===== config.mk =====
export PLATFORM = sky130hd
export DESIGN_NAME = aquarium_rgb_driver_flat
export DESIGN_NICKNAME = d
export VERILOG_FILES = /design/src/rtl/aquarium_rgb_driver_if.sv /design/src/rtl/aquarium_rgb_driver.sv /design/src/flat_wrapper.sv
export SDC_FILE = /design/constraint.sdc
export NUM_CORES = 1
export LEC_CHECK = 0
export BUFFER_PORTS_ARGS = -buffer_cell sky130_fd_sc_hd__buf_2
export CELL_PAD_IN_SITES_DETAIL_PLACEMENT = 0
export CELL_PAD_IN_SITES_GLOBAL_PLACEMENT = 1
export CORE_ASPECT_RATIO = 1.2
export CORE_MARGIN = 2
export CORE_UTILIZATION = 51
export CTS_BUF_LIST = sky130_fd_sc_hd__clkbuf_8
export CTS_CLUSTER_SIZE = 40
export DETAILED_ROUTE_END_ITERATION = 10
export PLACE_DENSITY_LB_ADDON = 0.2
export SLEW_MARGIN = 20
export SYNTH_ARGS = -nofsm -noshare
export SYNTH_HDL_FRONTEND = slang
export SYNTH_SLANG_ARGS = --single-unit

===== constraint.sdc =====
create_clock -name clock -period 3.8 [get_ports clock]
set_clock_uncertainty 0.1 [all_clocks]
set_input_delay 0.76 -clock clock [delete_from_list [all_inputs] [get_ports clock]]
set_output_delay 0.76 -clock clock [all_outputs]
set_load 0.02 [all_outputs]

===== src/rtl/aquarium_rgb_driver_if.sv =====
// Command channel from the mode switcher into the aquarium RGB LED driver.
// The sender drives colour, level and fade mode; the driver answers with cmd_ready.
interface aquarium_rgb_driver_if #(
   parameter int PWM_BITS = 8
);
   logic                cmd_valid;
   logic                cmd_ready;
   logic [PWM_BITS-1:0] cmd_red;
   logic [PWM_BITS-1:0] cmd_green;
   logic [PWM_BITS-1:0] cmd_blue;
   logic [PWM_BITS-1:0] cmd_level;
   logic                cmd_fade;

   modport master (
      output cmd_valid, cmd_red, cmd_green, cmd_blue, cmd_level, cmd_fade,
      input  cmd_ready
   );

   modport slave (
      input  cmd_valid, cmd_red, cmd_green, cmd_blue, cmd_level, cmd_fade,
      output cmd_ready
   );
endinterface


===== src/rtl/aquarium_rgb_driver.sv =====
// Aquarium RGB LED driver: scales colour commands by brightness, applies or fades them, and drives 3 PWM pins.
// Optional macro AQUARIUM_RGB_GAMMA_EN maps the current colour through an approximate gamma-2 curve.
module aquarium_rgb_driver #(
   parameter int PWM_BITS = 8,
   parameter int FADE_DIV = 1024
) (
   input  logic                 clock,
   input  logic                 reset_n,
   aquarium_rgb_driver_if.slave cmd,
   output logic                 pwm_red,
   output logic                 pwm_green,
   output logic                 pwm_blue,
   output logic                 busy,
   output logic                 done
);
   localparam int                 W        = PWM_BITS;
   localparam int                 PRE_W    = (FADE_DIV > 1) ? $clog2(FADE_DIV) : 1;
   localparam logic [W-1:0]       PERIOD   = {W{1'b1}};
   localparam logic [W-1:0]       CNT_LAST = PERIOD - 1'b1;
   localparam logic [PRE_W-1:0]   PRE_LAST = PRE_W'(FADE_DIV - 1);

   typedef enum logic [0:0] {IDLE = 1'b0, FADE = 1'b1} state_t;
   typedef logic [2:0][W-1:0] rgb_t;

   // Level is treated as (level + 1) / 2^W so that full level passes the colour unchanged.
   function automatic logic [W-1:0] scale(input logic [W-1:0] c, input logic [W-1:0] lvl);
      logic [2*W-1:0] prod;
      prod = {{W{1'b0}}, c} * ({{W{1'b0}}, lvl} + 1'b1);
      return prod[2*W-1:W];
   endfunction

   function automatic logic [W-1:0] to_duty(input logic [W-1:0] c);
`ifdef AQUARIUM_RGB_GAMMA_EN
      logic [2*W-1:0] sq;
      sq = {{W{1'b0}}, c} * {{W{1'b0}}, c} + {{W{1'b0}}, PERIOD};
      return sq[2*W-1:W];
`else
      return c;
`endif
   endfunction

   state_t           state_q, state_d;
   rgb_t             cur_q, cur_d, tgt_q, tgt_d, duty_q, duty_d;
   rgb_t             cmd_rgb, scaled, stepped;
   logic [W-1:0]     cnt_q, cnt_d;
   logic [PRE_W-1:0] pre_q, pre_d;
   logic             done_q, done_d;
   logic [2:0]       pwm_q, pwm_d;
   logic             accept;

   assign cmd_rgb       = {cmd.cmd_blue, cmd.cmd_green, cmd.cmd_red};
   assign accept        = cmd.cmd_valid && (state_q == IDLE);
   assign cmd.cmd_ready = (state_q == IDLE);
   assign busy          = (state_q == FADE);
   assign done          = done_q;
   assign pwm_red       = pwm_q[0];
   assign pwm_green     = pwm_q[1];
   assign pwm_blue      = pwm_q[2];

   always_comb begin
      scaled  = '0;
      stepped = cur_q;
      for (int i = 0; i < 3; i++) begin
         scaled[i] = scale(cmd_rgb[i], cmd.cmd_level);
         if (cur_q[i] < tgt_q[i]) begin
            stepped[i] = cur_q[i] + 1'b1;
         end else if (cur_q[i] > tgt_q[i]) begin
            stepped[i] = cur_q[i] - 1'b1;
         end
      end
   end

   always_comb begin
      state_d = state_q;
      cur_d   = cur_q;
      tgt_d   = tgt_q;
      pre_d   = pre_q;
      done_d  = 1'b0;
      case (state_q)
         IDLE: begin
            if (accept) begin
               tgt_d = scaled;
               if (!cmd.cmd_fade || (scaled == cur_q)) begin
                  cur_d  = scaled;
                  done_d = 1'b1;
               end else begin
                  state_d = FADE;
                  pre_d   = '0;
               end
            end
         end
         FADE: begin
            if (pre_q == PRE_LAST) begin
               pre_d = '0;
               cur_d = stepped;
               if (stepped == tgt_q) begin
                  state_d = IDLE;
                  done_d  = 1'b1;
               end
            end else begin
               pre_d = pre_q + 1'b1;
            end
         end
         default: state_d = IDLE;
      endcase
   end

   // Duty shadows reload only on the last count so a new colour never cuts a period short.
   always_comb begin
      cnt_d  = (cnt_q == CNT_LAST) ? '0 : cnt_q + 1'b1;
      duty_d = duty_q;
      pwm_d  = '0;
      for (int i = 0; i < 3; i++) begin
         if (cnt_q == CNT_LAST) begin
            duty_d[i] = to_duty(cur_q[i]);
         end
         pwm_d[i] = (cnt_q < duty_q[i]);
      end
   end

   always_ff @(posedge clock or negedge reset_n) begin
      if (!reset_n) begin
         state_q <= IDLE;
         cur_q   <= '0;
         tgt_q   <= '0;
         duty_q  <= '0;
         cnt_q   <= '0;
         pre_q   <= '0;
         done_q  <= 1'b0;
         pwm_q   <= '0;
      end else begin
         state_q <= state_d;
         cur_q   <= cur_d;
         tgt_q   <= tgt_d;
         duty_q  <= duty_d;
         cnt_q   <= cnt_d;
         pre_q   <= pre_d;
         done_q  <= done_d;
         pwm_q   <= pwm_d;
      end
   end
endmodule

===== src/flat_wrapper.sv =====
// flat-port wrapper written by rule: the top's interface ports become plain ports
module aquarium_rgb_driver_flat 
#(
   parameter int PWM_BITS = 8,
   parameter int FADE_DIV = 1024
)
  (clock, reset_n, pwm_red, pwm_green, pwm_blue, busy, done, cmd_cmd_valid, cmd_cmd_red, cmd_cmd_green, cmd_cmd_blue, cmd_cmd_level, cmd_cmd_fade, cmd_cmd_ready);
  aquarium_rgb_driver_if #(.PWM_BITS(PWM_BITS)) cmd_i ();
  input  logic clock;
  input  logic reset_n;
  output logic pwm_red;
  output logic pwm_green;
  output logic pwm_blue;
  output logic busy;
  output logic done;
  input wire logic [$bits(cmd_i.cmd_valid)-1:0] cmd_cmd_valid;
  input wire logic [$bits(cmd_i.cmd_red)-1:0] cmd_cmd_red;
  input wire logic [$bits(cmd_i.cmd_green)-1:0] cmd_cmd_green;
  input wire logic [$bits(cmd_i.cmd_blue)-1:0] cmd_cmd_blue;
  input wire logic [$bits(cmd_i.cmd_level)-1:0] cmd_cmd_level;
  input wire logic [$bits(cmd_i.cmd_fade)-1:0] cmd_cmd_fade;
  output wire logic [$bits(cmd_i.cmd_ready)-1:0] cmd_cmd_ready;
  assign cmd_i.cmd_valid = cmd_cmd_valid;
  assign cmd_i.cmd_red = cmd_cmd_red;
  assign cmd_i.cmd_green = cmd_cmd_green;
  assign cmd_i.cmd_blue = cmd_cmd_blue;
  assign cmd_i.cmd_level = cmd_cmd_level;
  assign cmd_i.cmd_fade = cmd_cmd_fade;
  assign cmd_cmd_ready = cmd_i.cmd_ready;
  aquarium_rgb_driver #(.PWM_BITS(PWM_BITS), .FADE_DIV(FADE_DIV)) u_core (.clock(clock), .reset_n(reset_n), .cmd(cmd_i), .pwm_red(pwm_red), .pwm_green(pwm_green), .pwm_blue(pwm_blue), .busy(busy), .done(done));
endmodule

======== Yosys cells after proc, flatten, opt, wreduce, memory -nomap -nowiden ========
Index checks and enable logic that the tools add are counted.
Widths: inputs -> output; s select.
storage, ports and cells
  register bits after elaboration ......... 95
  input bits .............................. 36
  output and inout port bits .............. 6
  logic and storage cells ................. 75
cells by class
  add/sub/neg operators ................... 9
  $mul .................................... 3
  magnitude comparators ................... 9
  eq/ne operators ......................... 8
  muxes and demuxes ....................... 25
  bitwise logic cells ..................... 1
  reductions and logical operators ........ 6
operators by type and width
  kind                   number
  $mux 24                3
  $mux 8                 7
  $eq 24x24->1           2
  $lt 8x8->1             6
  $mul 8x16->16          3
  $pmux 24 s2            1
  $add 8x1->8 const B    4
  $mux 10                3
  $gt 8x8->1             3
  $sub 8x1->8 const B    3
  $pmux 10 s2            1
  $add 10x1->10 const B  1
  $eq 10x10->1 const B   1
  $add 8x1->9 const B    1
  $eq 8x8->1 const B     1
  $mux 1                 8
  $ne 2x1->1 const B     2
  $ne 2x2->1 const B     2
  $pmux 1 s2             2
  $reduce_and 2->1       2
  $reduce_and 3->1       1
  $logic_and 1x1->1      1
  $logic_not 1->1        1
  $logic_or 1x1->1       1
  $not 1->1              1

======== Longest topological paths before layout ========
Gate-level depths: netlist of the first run.
  depth after elaboration ................. 7
  depth in mapped cells ................... 26

======== Worst setup path before layout of the first run ========
OpenSTA, ideal clock, no wires.
  kind .................................... input -> register
  start point ............................. input port cmd_cmd_level[0]
  end point ............................... register u_core.cur_q[14] (netlist name)
  library setup time ...................... 0.125 ns
  arrival time ............................ 7.318 ns
  required time ........................... 3.575 ns
  setup slack ............................. -3.743 ns
  stages .................................. 25
  cells stage by stage .................... clkbuf_1 nand3_1 xnor2_1 clkbuf_1 nand2_1 fa_1 fa_1 inv_1 fa_1 inv_1 fa_1 inv_1 ha_1 and4_1 clkbuf_1 and3_1 a221o_1 xor2_1 xnor2_1 o211ai_1 or4_1 o41a_1 buf_6 o21ai_4 mux2_4
on the way
  longest elaborated chain between the ends .. 6
  elaborated cells between the ends (all ways) .. 11
  classes of those cells .................. add/sub (1); mul (3); eq/ne (2); mux (3); reduce/logical (2)
RTL lines
  element                            RTL line                    RTL
  start, declared                    flat_wrapper.sv:20          input wire logic [$bits(cmd_i.cmd_level)-1:0] cmd_cmd_level;
  $add 8x1->9 *                      aquarium_rgb_driver.sv:28   prod = {{W{1'b0}}, c} * ({{W{1'b0}}, lvl} + 1'b1);
  $mul 8x16->16                      aquarium_rgb_driver.sv:28
  $eq 24x24->1                       aquarium_rgb_driver.sv:83   if (!cmd.cmd_fade || (scaled == cur_q)) begin
  $logic_or 1x1->1                   aquarium_rgb_driver.sv:83
  $ne 2x1->1 (no source line)        -
  $reduce_and 3->1 (no source line)  -
  end signal, assigned               aquarium_rgb_driver.sv:133  cur_q <= cur_d;
  end, declared                      aquarium_rgb_driver.sv:43   rgb_t cur_q, cur_d, tgt_q, tgt_d, duty_q, duty_d;
Every way passes the cells marked *; elsewhere a longest branch is shown, timed or not. The select of a mux whose other input is x is not followed.
A chain may end at the register's enable or synchronous reset.

======== Worst setup path in the final report of the first run ========
Same ends and word-level chain as after synthesis.

==> flow_summary.yaml, run 1 <==
cells_and_area:
  drive_gt1_share_pct: 29.9
  finalNonFillerCells: 2259
  seq_area_mm2: 0.00238
  nets: 2221
  multi_input_area_mm2: 0.0117
  fill_cells: 2085
  syn2layout_area_growth_pct: 33.8
  antenna_cells: 0
cts:
  clk_latency_ns: 0.39
  numClockSinks: 95
  root_buffer: "clkbuf_8"
  numCtsBuffers: 9
  clock_path_buffers: 2
  cts_tree: "done"
  h-tree-depth: 3
  cts.clk_slew.worst_paths_ns: 0.10
sta:
  maxSlewViolCount: 0
  fin_crit_ns: 6.73
  hold_viol: 0
  rsz0062_at_grt: "true"
  max_freq_mhz: 149
  worst_slack_ns: -2.93
  setup_violations: 60
  worstMarginPinSlew_ns: 1.05
  max-slew-margin-rel_pct: 29.6
  finalCritPeriodShare_pct: 177
placed_design:
  port_buffers: 41
  place.detailed.hpwl_mm: 32.0
  gp_congestion: 0.970
  dp.cells: 2187
pwr:
  peakVddDrop_v: 0.000404
  power_w: 0.0131
  power_density_mw_per_mm2: 710
  p_leak_nw: 8.82
synthesis:
  synthCells: 1610
  synth_nets: 1917
  yosys.area.top_type: "fa_1"
  synthTopCellsByCount: "222 x inv_1, 151 x ha_1, 147 x nand2_1"
  synth.avg_cell_area_um2: 8.58
  synthMostInstantiatedCell: "inv_1"
  synth.cell_area_mm2: 0.0138
  synth_warnings: 0
  synthFlopType: "dfrtp_1"
  synth_cell_types: 77
  synth_edf_count: 0
  yosys_register_bits: 95
  synth_top_area_share_pct: 17.4
  async_flop_share_pct: 100
  ys_top_cells_by_area: "fa_1 17%, dfrtp_1 17%, ha_1 14%"
  seq_area_frac_synth_pct: 17.2
floorplan:
  pin_count: 42
  dieArea_mm2: 0.0284
  rows: 66
  die_w_um: 154
  initial_core_util_pct: 51.5
  core_mm2: 0.0268
  die_h_um: 184
worst_setup_path:
  worstPathMaxFanout: 6
  arrival_ns: 6.91
  worst_setup_path_start_kind: "primary input"
  path_class: "in -> reg"
  critPathTopFamily: "adder cells"
  critPathCaptureType: "register"
  slowest_stage: "fa_1"
  worstPathRequired_ns: 3.98
  max_stage_delay_ns: 0.55
  cp_num_buf_inv: 9
outcome:
  violations: "negative setup slack"
  status: "finished with violations"
routing:
  drt_iter0_markers: 724
  firstDrtPassIters: 5
  wl_per_cell_um: 17.9
  via_count: 12500
  postRouteAntennaNets: 0
  drc: 0
  wl_mm: 40.5
  viasPerCell: 5.51
worst_hold_path:
  hp-class: "in -> async"
global_route:
  antenna_found_initial: 0
  gr-total-overflow: 0
  grt_usage_pct: 28.9
  grt_max_degree: 54
  grt_pass1_wl_mm: 65.2
  first_global_vias: 12900
run:
  cap_violations: 0
==> state kept, by name (all words and copies together), names as in the netlist <==
| register | cells |
|---|---|
| u_core.busy | 1 |
| u_core.tgt_q | 24 |
| u_core.cur_q | 24 |
| u_core.cnt_q | 8 |
| u_core.pre_q | 10 |
| u_core.pwm_q | 3 |
| u_core.done | 1 |
| u_core.duty_q | 24 |
==> report_power, final <==
group	internal, W	total, W	switching, W
logic	0.00548	0.0110	0.00552
clock network	0.000305	0.000688	0.000383
registers	0.00120	0.00141	0.000207
==> per-layer routing <==
| metal | wire length [µm] | global-route usage [%] | up-vias |
|---|---|---|---|
| met5 | 0 | 0 | - |
| met4 | 2040 | 14.6 | 0 |
| met3 | 1240 | 1.81 | 103 |
| met2 | 20900 | 53.1 | 305 |
| met1 | 16400 | 34.1 | 6058 |
| li1 | - | - | 5986 |
==> final cells by class <==
type	instances	area share, %
clock inverter	7	0.393
sequential	95	12.9
clock buffer	9	0.671
multi-input combinational	1228	63.1
inverter	223	4.53
timing repair buffer	357	16.1
tap	340	2.30
==> worst paths after layout <==
kind / from / to / slack (ns) / cells past startpoint
max: cmd_cmd_level[0] / u_core.cur_q[14]$_DFFE_PN0P_ / -2.93 / 27
min: reset_n / u_core.tgt_q[22]$_DFFE_PN0P_ / 0.31 / 1
max reg2reg: u_core.cur_q[17]$_DFFE_PN0P_ / u_core.busy$_DFF_PN0_ / 0.09 / 12
min reg2reg: u_core.pre_q[6]$_DFFE_PN0P_ / u_core.pre_q[6]$_DFFE_PN0P_ / 0.39 / 1
max in group asynchronous: reset_n / u_core.tgt_q[15]$_DFFE_PN0P_ / 2.50 / 2
min in group clock: u_core.pre_q[6]$_DFFE_PN0P_ / u_core.pre_q[6]$_DFFE_PN0P_ / 0.39 / 1
==> repair_timing <==
action	CTS	global route
buffers inserted	41	21
resized for setup	173	82
setup endpoints to repair	60	60
cloned	3	0
hold buffers	0	0
pin swaps	74	81
==> per-stage QoR <==
stage                     TNS (ns)  setup WS [ns]  hold slack, ns  area (µm²)  util [%]
final                      -135.20          -2.93           0.306       18500      68.8
after global routing       -145.85          -3.13           0.361       18500      68.8
after CTS                  -134.56          -2.91           0.317       18000      67.0
after detailed placement   -172.95          -3.53           0.375       16500      61.7
after global placement     -168.25          -3.45           0.366       16500      61.7
after floorplan            -136.97          -3.15           0.354       14300         -
==> kinds of logic (layout without fill, tap and decap cells) <==
family                     count (synthesis)  in the layout  synth area share, %
xor gates and xnor gates                 109            109                 7.41
muxes                                     27             27                 2.11
buffers and inverters                    288            596                 7.95
DFF                                       95             95                 17.2
and+or+nand+nor                          540            541                 20.6
adders and majority gates                271            271                 31.1
AOI/OAI and AO/OA                        280            280                 13.7
==> cells in the final DEF (no fill, tap or decap), types with 15 or more instances in the layout <==
cell,n
nor3_1,28
dfrtp_1,95
nand3_1,30
o21ai_0,49
fa_1,110
nand4_1,16
nor2_1,57
buf_6,60
and3_1,15
buf_4,248
and2_4,16
ha_4,18
a21oi_1,42
inv_1,212
o21ai_1,15
xor2_1,20
xnor2_1,56
ha_1,131
nand2_1,137
nor2b_1,27
and2_1,125
buf_2,35
a21o_1,22
No activity file was read; power rests on OpenSTA's default activity.
==> inputs of run 2 (changes only) <==
- ABC_AREA: default -> 1
- CORE_UTILIZATION: 51 -> 48
==> run 2 against run 1 <==
Against the previous run: register-to-register slack improved by 0.46 ns; combinational power is 28% lower; clock power rose by 23%; critical path type unchanged; synthesized area rose by 3.5%; first-iteration DRC count down 2.5%; global-route usage is 2.1 points lower; sequential share of layout area about the same; clock-buffer cell count up 1; critical path depth increased by 7; wire length is 1.8% higher; die area grew 9.8%; the flow still finishes with violations (negative setup slack); worst setup slack better by 1.0 ns.
==> flow_summary.yaml, run 2 <==
outcome:
  status: "finished with violations"
  violations: "negative setup slack"
placed_design:
  port_buffers: 41
  dp.cells: 2767
  dpl_cell_area_mm2: 0.0169
  place.detailed.hpwl_mm: 33.7
  gp_congestion: 0.913
cts:
  numCtsBuffers: 9
  clock_path_buffers: 2
  root_buffer: "clkbuf_8"
  cts.clk_slew.worst_paths_ns: 0.09
  clk_latency_ns: 0.38
  h-tree-depth: 3
  numClockSinks: 95
  cts_tree: "done"
synthesis:
  ys_top_cells_by_area: "nand2_1 17%, fa_1 17%, dfrtp_1 17%"
  synth_top_area_share_pct: 16.9
  synth_nets: 2453
  synth_simple_gate_area_share_pct: 33.4
  synthFlopType: "dfrtp_1"
  synth_fa_ha_area_share_pct: 30.0
  synth_warnings: 0
  synth_xor_xnor_area_share_pct: 1.35
  yosys.area.top_type: "nand2_1"
  synth_edf_count: 0
  seq_area_frac_synth_pct: 16.6
  yosys_register_bits: 95
  synth_top_family_by_area: "simple AND/OR/NAND/NOR gates"
  synth.avg_cell_area_um2: 6.66
  synthMostInstantiatedCell: "nand2_1"
  synth_compound_area_share_pct: 6.60
  synth.cell_area_mm2: 0.0143
  synth.area.mux_share_pct: 0
  async_flop_share_pct: 100
  synth_cell_types: 39
  synthCells: 2146
  synthTopCellsByCount: "642 x nand2_1, 397 x inv_1, 217 x nor2_1"
global_route:
  gr-total-overflow: 0
  antenna_found_initial: 0
  grt_max_degree: 57
  grt_pass1_wl_mm: 67.5
  grt_usage_pct: 26.8
  first_global_vias: 14000
sta:
  hold_viol: 0
  fin_crit_ns: 5.73
  finalCritPeriodShare_pct: 151
  worst_slack_ns: -1.93
  setup_violations: 60
  worstMarginPinSlew_ns: 0.805
  rsz0062_at_grt: "true"
  max-slew-margin-rel_pct: 46.3
  maxSlewViolCount: 0
  max_freq_mhz: 175
worst_setup_path:
  cp_common_cell: "nand2_1"
  slowest_stage: "fa_1"
  worstPathRequired_ns: 3.97
  reg2reg_to: "u_core.done$_DFF_PN0_"
  path_class: "in -> reg"
  worst_setup_path_start_kind: "primary input"
  worstPathMaxFanout: 6
  rr_startpoint: "u_core.tgt_q[5]$_DFFE_PN0P_"
  r2r_cells: 15
  reg2reg_slack_ns: 0.55
  critPathCaptureType: "register"
  max_stage_delay_ns: 0.58
  arrival_ns: 5.90
floorplan:
  die_h_um: 193
  core_mm2: 0.0294
  pin_count: 42
  dieArea_mm2: 0.0312
  initial_core_util_pct: 48.6
  rows: 69
  die_w_um: 162
cells_and_area:
  seq_area_mm2: 0.00238
  drive_gt1_share_pct: 23.8
  reg.largest.list: "u_core.cur_q: 24 flops, u_core.duty_q: 24 flops, u_core.tgt_q: 24 flops"
  multi_input_area_mm2: 0.0114
  antenna_cells: 0
  syn2layout_area_growth_pct: 29.2
  fill_cells: 2737
  final_cell_area_mm2: 0.0185
  finalNonFillerCells: 2819
  nets: 2731
  mostFrequentLayoutCell: "nand2_1"
  layout_common_cells: "566 x nand2_1, 372 x inv_1, 237 x buf_4"
run:
  cap_violations: 0
routing:
  viasPerCell: 5.04
  postRouteAntennaNets: 0
  wl_mm: 41.3
  drt_iter0_markers: 706
  drc: 0
  via_count: 14200
  wl_per_cell_um: 14.6
  firstDrtPassIters: 5
pwr:
  power_density_mw_per_mm2: 529
  power_w: 0.00977
  p_leak_nw: 10.2
  peakVddDrop_v: 0.000355
worst_hold_path:
  hp-class: "in -> async"
[run 2: stage by stage]
| step | TNS (ns) | setup WS, ns | hold WS (ns) | util (%) |
|---|---|---|---|---|
| after floorplan | -90.70 | -1.91 | 0.348 | - |
| after global placement | -123.04 | -2.45 | 0.366 | 57.5 |
| after detailed placement | -127.61 | -2.52 | 0.371 | 57.5 |
| after CTS | -89.25 | -1.87 | 0.257 | 60.5 |
| after global routing | -106.20 | -2.21 | 0.285 | 62.8 |
| final | -91.79 | -1.93 | 0.246 | 62.8 |
[run 2: power breakdown]
part           internal (W)  switching [W]
clock              0.000460       0.000387
combinational       0.00371        0.00420
sequential          0.00101              0
[run 2: metal layers]
layer  GRT usage (%)  part of all wire [%]  up-vias  wire length (µm)
met1            33.2                    43     6589             17800
met4            12.0                   4.2        0              1750
met2            48.5                    50      310             20600
li1                -                     -     7215                 -
met3            1.39                   2.8       86              1170
met5               0                     0        -                 0
[run 2: worst max-delay path: cells and delay by family]
family	cells	cell delay, ns
AO/OA/AOI/OAI	4	0.58
buffers and inverters	6	0.60
AND/OR/NAND/NOR	18	1.55
adder cells (fa/ha/maj)	6	2.42
[run 2: worst max path at each step]
stage,depth (start not counted),end,startpoint,slack [ns]
floorplan,36,u_core.cur_q[10]$_DFFE_PN0P_,cmd_cmd_level[0],-1.91
global placement,32,u_core.cur_q[1]$_DFFE_PN0P_,cmd_cmd_level[0],-2.45
detailed placement,33,u_core.cur_q[14]$_DFFE_PN0P_,cmd_cmd_level[0],-2.52
CTS,35,u_core.cur_q[14]$_DFFE_PN0P_,cmd_cmd_level[1],-1.87
global route,34,u_core.cur_q[22]$_DFFE_PN0P_,cmd_cmd_level[1],-2.21
finish,34,u_core.cur_q[17]$_DFFE_PN0P_,cmd_cmd_level[1],-1.93
[run 2: what timing repair did]
action | in CTS | in global routing
pin swaps | 77 | 73
hold buffers | 0 | 0
buffers inserted | 18 | 15
gates resized for setup | 137 | 137
gates cloned | 2 | 2
endpoints found under the setup margin | 60 | 60
[run 2: final cells by class]
class                      count  area share (%)
tap                          390            2.64
sequential                    95            12.9
clock inverter                 6           0.630
clock buffer                  10           0.745
timing repair buffer         306            13.2
inverter                     402            8.40
multi-input combinational   1610            61.5
[run 2: cell families after synthesis]
logic type,after synthesis
AND/OR/NAND/NOR,1135
buffers and inverters,443
adder cells (fa/ha/maj),271
AO/OA/AOI/OAI,180
flip-flops,95
XOR/XNOR,22
==> inputs of run 3 (changes only) <==
- SKIP_LAST_GASP: default -> 1
==> run 3 against run 2 <==
Against the previous run: global-route usage fell by 0.060 points; largest cell class unchanged; non-clock buffer count rose by 5; total power barely moved; the flow still finishes with violations (negative setup slack); utilization rose by 0.081 points; critical path depth fell by 1; fmax fell by 0.63%; final cell count rose by 0.18%; final area rose by 0.13%; largest power group unchanged.
==> flow_summary.yaml, run 3 (synthesis gave the netlist of run 2 again) <==
routing:
  via_count: 14200
  firstDrtPassIters: 5
  viasPerCell: 5.04
  wl_per_cell_um: 14.7
  postRouteAntennaNets: 0
  wl_mm: 41.5
  drc: 0
  drt_iter0_markers: 724
sta:
  fin_hold_ws_ns: 0.243
  maxSlewViolCount: 0
  worst_slack_ns: -1.96
  hold_viol: 0
  worstMarginPinSlew_ns: 0.817
  fin_crit_ns: 5.76
  rsz0062_at_grt: "true"
  setup_violations: 60
  max-slew-margin-rel_pct: 45.5
  finalCritPeriodShare_pct: 152
  max_freq_mhz: 174
  setup-tns-final_ns: -93.95
worst_setup_path:
  slowest_stage: "fa_1"
  worstPathRequired_ns: 3.98
  critPathCaptureType: "register"
  reg2reg_slack_ns: 0.46
  rr_startpoint: "u_core.tgt_q[5]$_DFFE_PN0P_"
  worst_setup_path_start_kind: "primary input"
  arrival_ns: 5.94
  worstPathMaxFanout: 6
  max_stage_delay_ns: 0.59
  path_class: "in -> reg"
  r2r_cells: 15
  reg2reg_to: "u_core.done$_DFF_PN0_"
  cp_common_cell: "nand2_1"
pwr:
  power_density_mw_per_mm2: 528
  p_leak_nw: 10.2
  peakVddDrop_v: 0.000336
global_route:
  grt_usage_pct: 26.8
  gr-total-overflow: 0
  grt_pass1_wl_mm: 67.3
  first_global_vias: 14000
  antenna_found_initial: 0
  grt_max_degree: 57
placed_design:
  place.detailed.hpwl_mm: 33.7
  port_buffers: 41
  dp.cells: 2767
  dpl_cell_area_mm2: 0.0169
  pre_cts_ws_ns: -2.52
  gp_congestion: 0.913
cells_and_area:
  syn2layout_area_growth_pct: 29.4
  drive_gt1_share_pct: 23.7
  mostFrequentLayoutCell: "nand2_1"
  reg.largest.list: "u_core.cur_q: 24 flops, u_core.duty_q: 24 flops, u_core.tgt_q: 24 flops"
  fill_cells: 2746
  final_cell_area_mm2: 0.0185
  finalNonFillerCells: 2824
  antenna_cells: 0
  layout_common_cells: "572 x nand2_1, 371 x inv_1, 245 x buf_4"
  nets: 2736
floorplan:
  dieArea_mm2: 0.0312
  pin_count: 42
  initial_core_util_pct: 48.6
  die_w_um: 162
  die_h_um: 193
  rows: 69
  core_mm2: 0.0294
cts:
  clk_latency_ns: 0.38
  numCtsBuffers: 9
  clock_path_buffers: 2
  numClockSinks: 95
  holdBufCountCts: 0
  root_buffer: "clkbuf_8"
  cts.clk_slew.worst_paths_ns: 0.09
  cts_tree: "done"
  h-tree-depth: 3
outcome:
  violations: "negative setup slack"
  status: "finished with violations"
run:
  cap_violations: 0
worst_hold_path:
  hp-class: "in -> async"
==> run 3: how the worst max path moves through the flow <==
stage	startpoint	to	slack (ns)
finish	cmd_cmd_level[1]	u_core.cur_q[17]$_DFFE_PN0P_	-1.96
global route	cmd_cmd_level[1]	u_core.cur_q[21]$_DFFE_PN0P_	-2.22
global placement	cmd_cmd_level[0]	u_core.cur_q[1]$_DFFE_PN0P_	-2.45
detailed placement	cmd_cmd_level[0]	u_core.cur_q[14]$_DFFE_PN0P_	-2.52
floorplan	cmd_cmd_level[0]	u_core.cur_q[10]$_DFFE_PN0P_	-1.91
CTS	cmd_cmd_level[2]	u_core.cur_q[14]$_DFFE_PN0P_	-1.87
==> run 3: per-layer routing <==
metal | up-vias | track usage [%] | share of wire (%)
li1 | 7229 | - | -
met3 | 91 | 1.33 | 3.1
met4 | 0 | 12.1 | 4.4
met5 | - | 0 | 0
met1 | 6579 | 33.3 | 43
met2 | 321 | 48.2 | 50
==> run 3: metrics by stage <==
step                      power, W  util [%]
final                      0.00977      62.8
after global routing        0.0106      62.8
after CTS                  0.00878      60.3
after detailed placement   0.00728      57.5
after global placement     0.00718      57.5
after floorplan            0.00490         -
==> run 3: worst max-delay path: cells and delay by family <==
kind / cells / cell delay, ns
compound gates: 4 / 0.55
fa+ha+maj: 6 / 2.47
buf+inv: 5 / 0.63
simple gates: 18 / 1.55
==> run 3: repair_timing <==
| action | 4_1_cts | 5_1_grt |
|---|---|---|
| gates cloned | 2 | 3 |
| endpoints found under the setup margin | 60 | 60 |
| pin swaps | 77 | 84 |
| resized for setup | 119 | 149 |
| setup buffers | 18 | 20 |
==> run 3: report_power, final <==
part	total, W	leakage (nW)	internal [W]	switching (W)
combinational	0.00792	8.91	0.00374	0.00418
clock	0.000846	0.127	0.000460	0.000386
sequential	0.00101	1.17	0.00101	0
==> run 3: area by class of cell <==
type                    instances  area [µm²]  area share [%]
multi-input cells            1610       11400            61.4
repair buffers                311        2470            13.3
flip-flops and latches         95        2380            12.9
inverters                     402        1550            8.36
well taps                     390         488            2.64
clock buffers                  10         138           0.744
clock inverters                 6         116           0.629
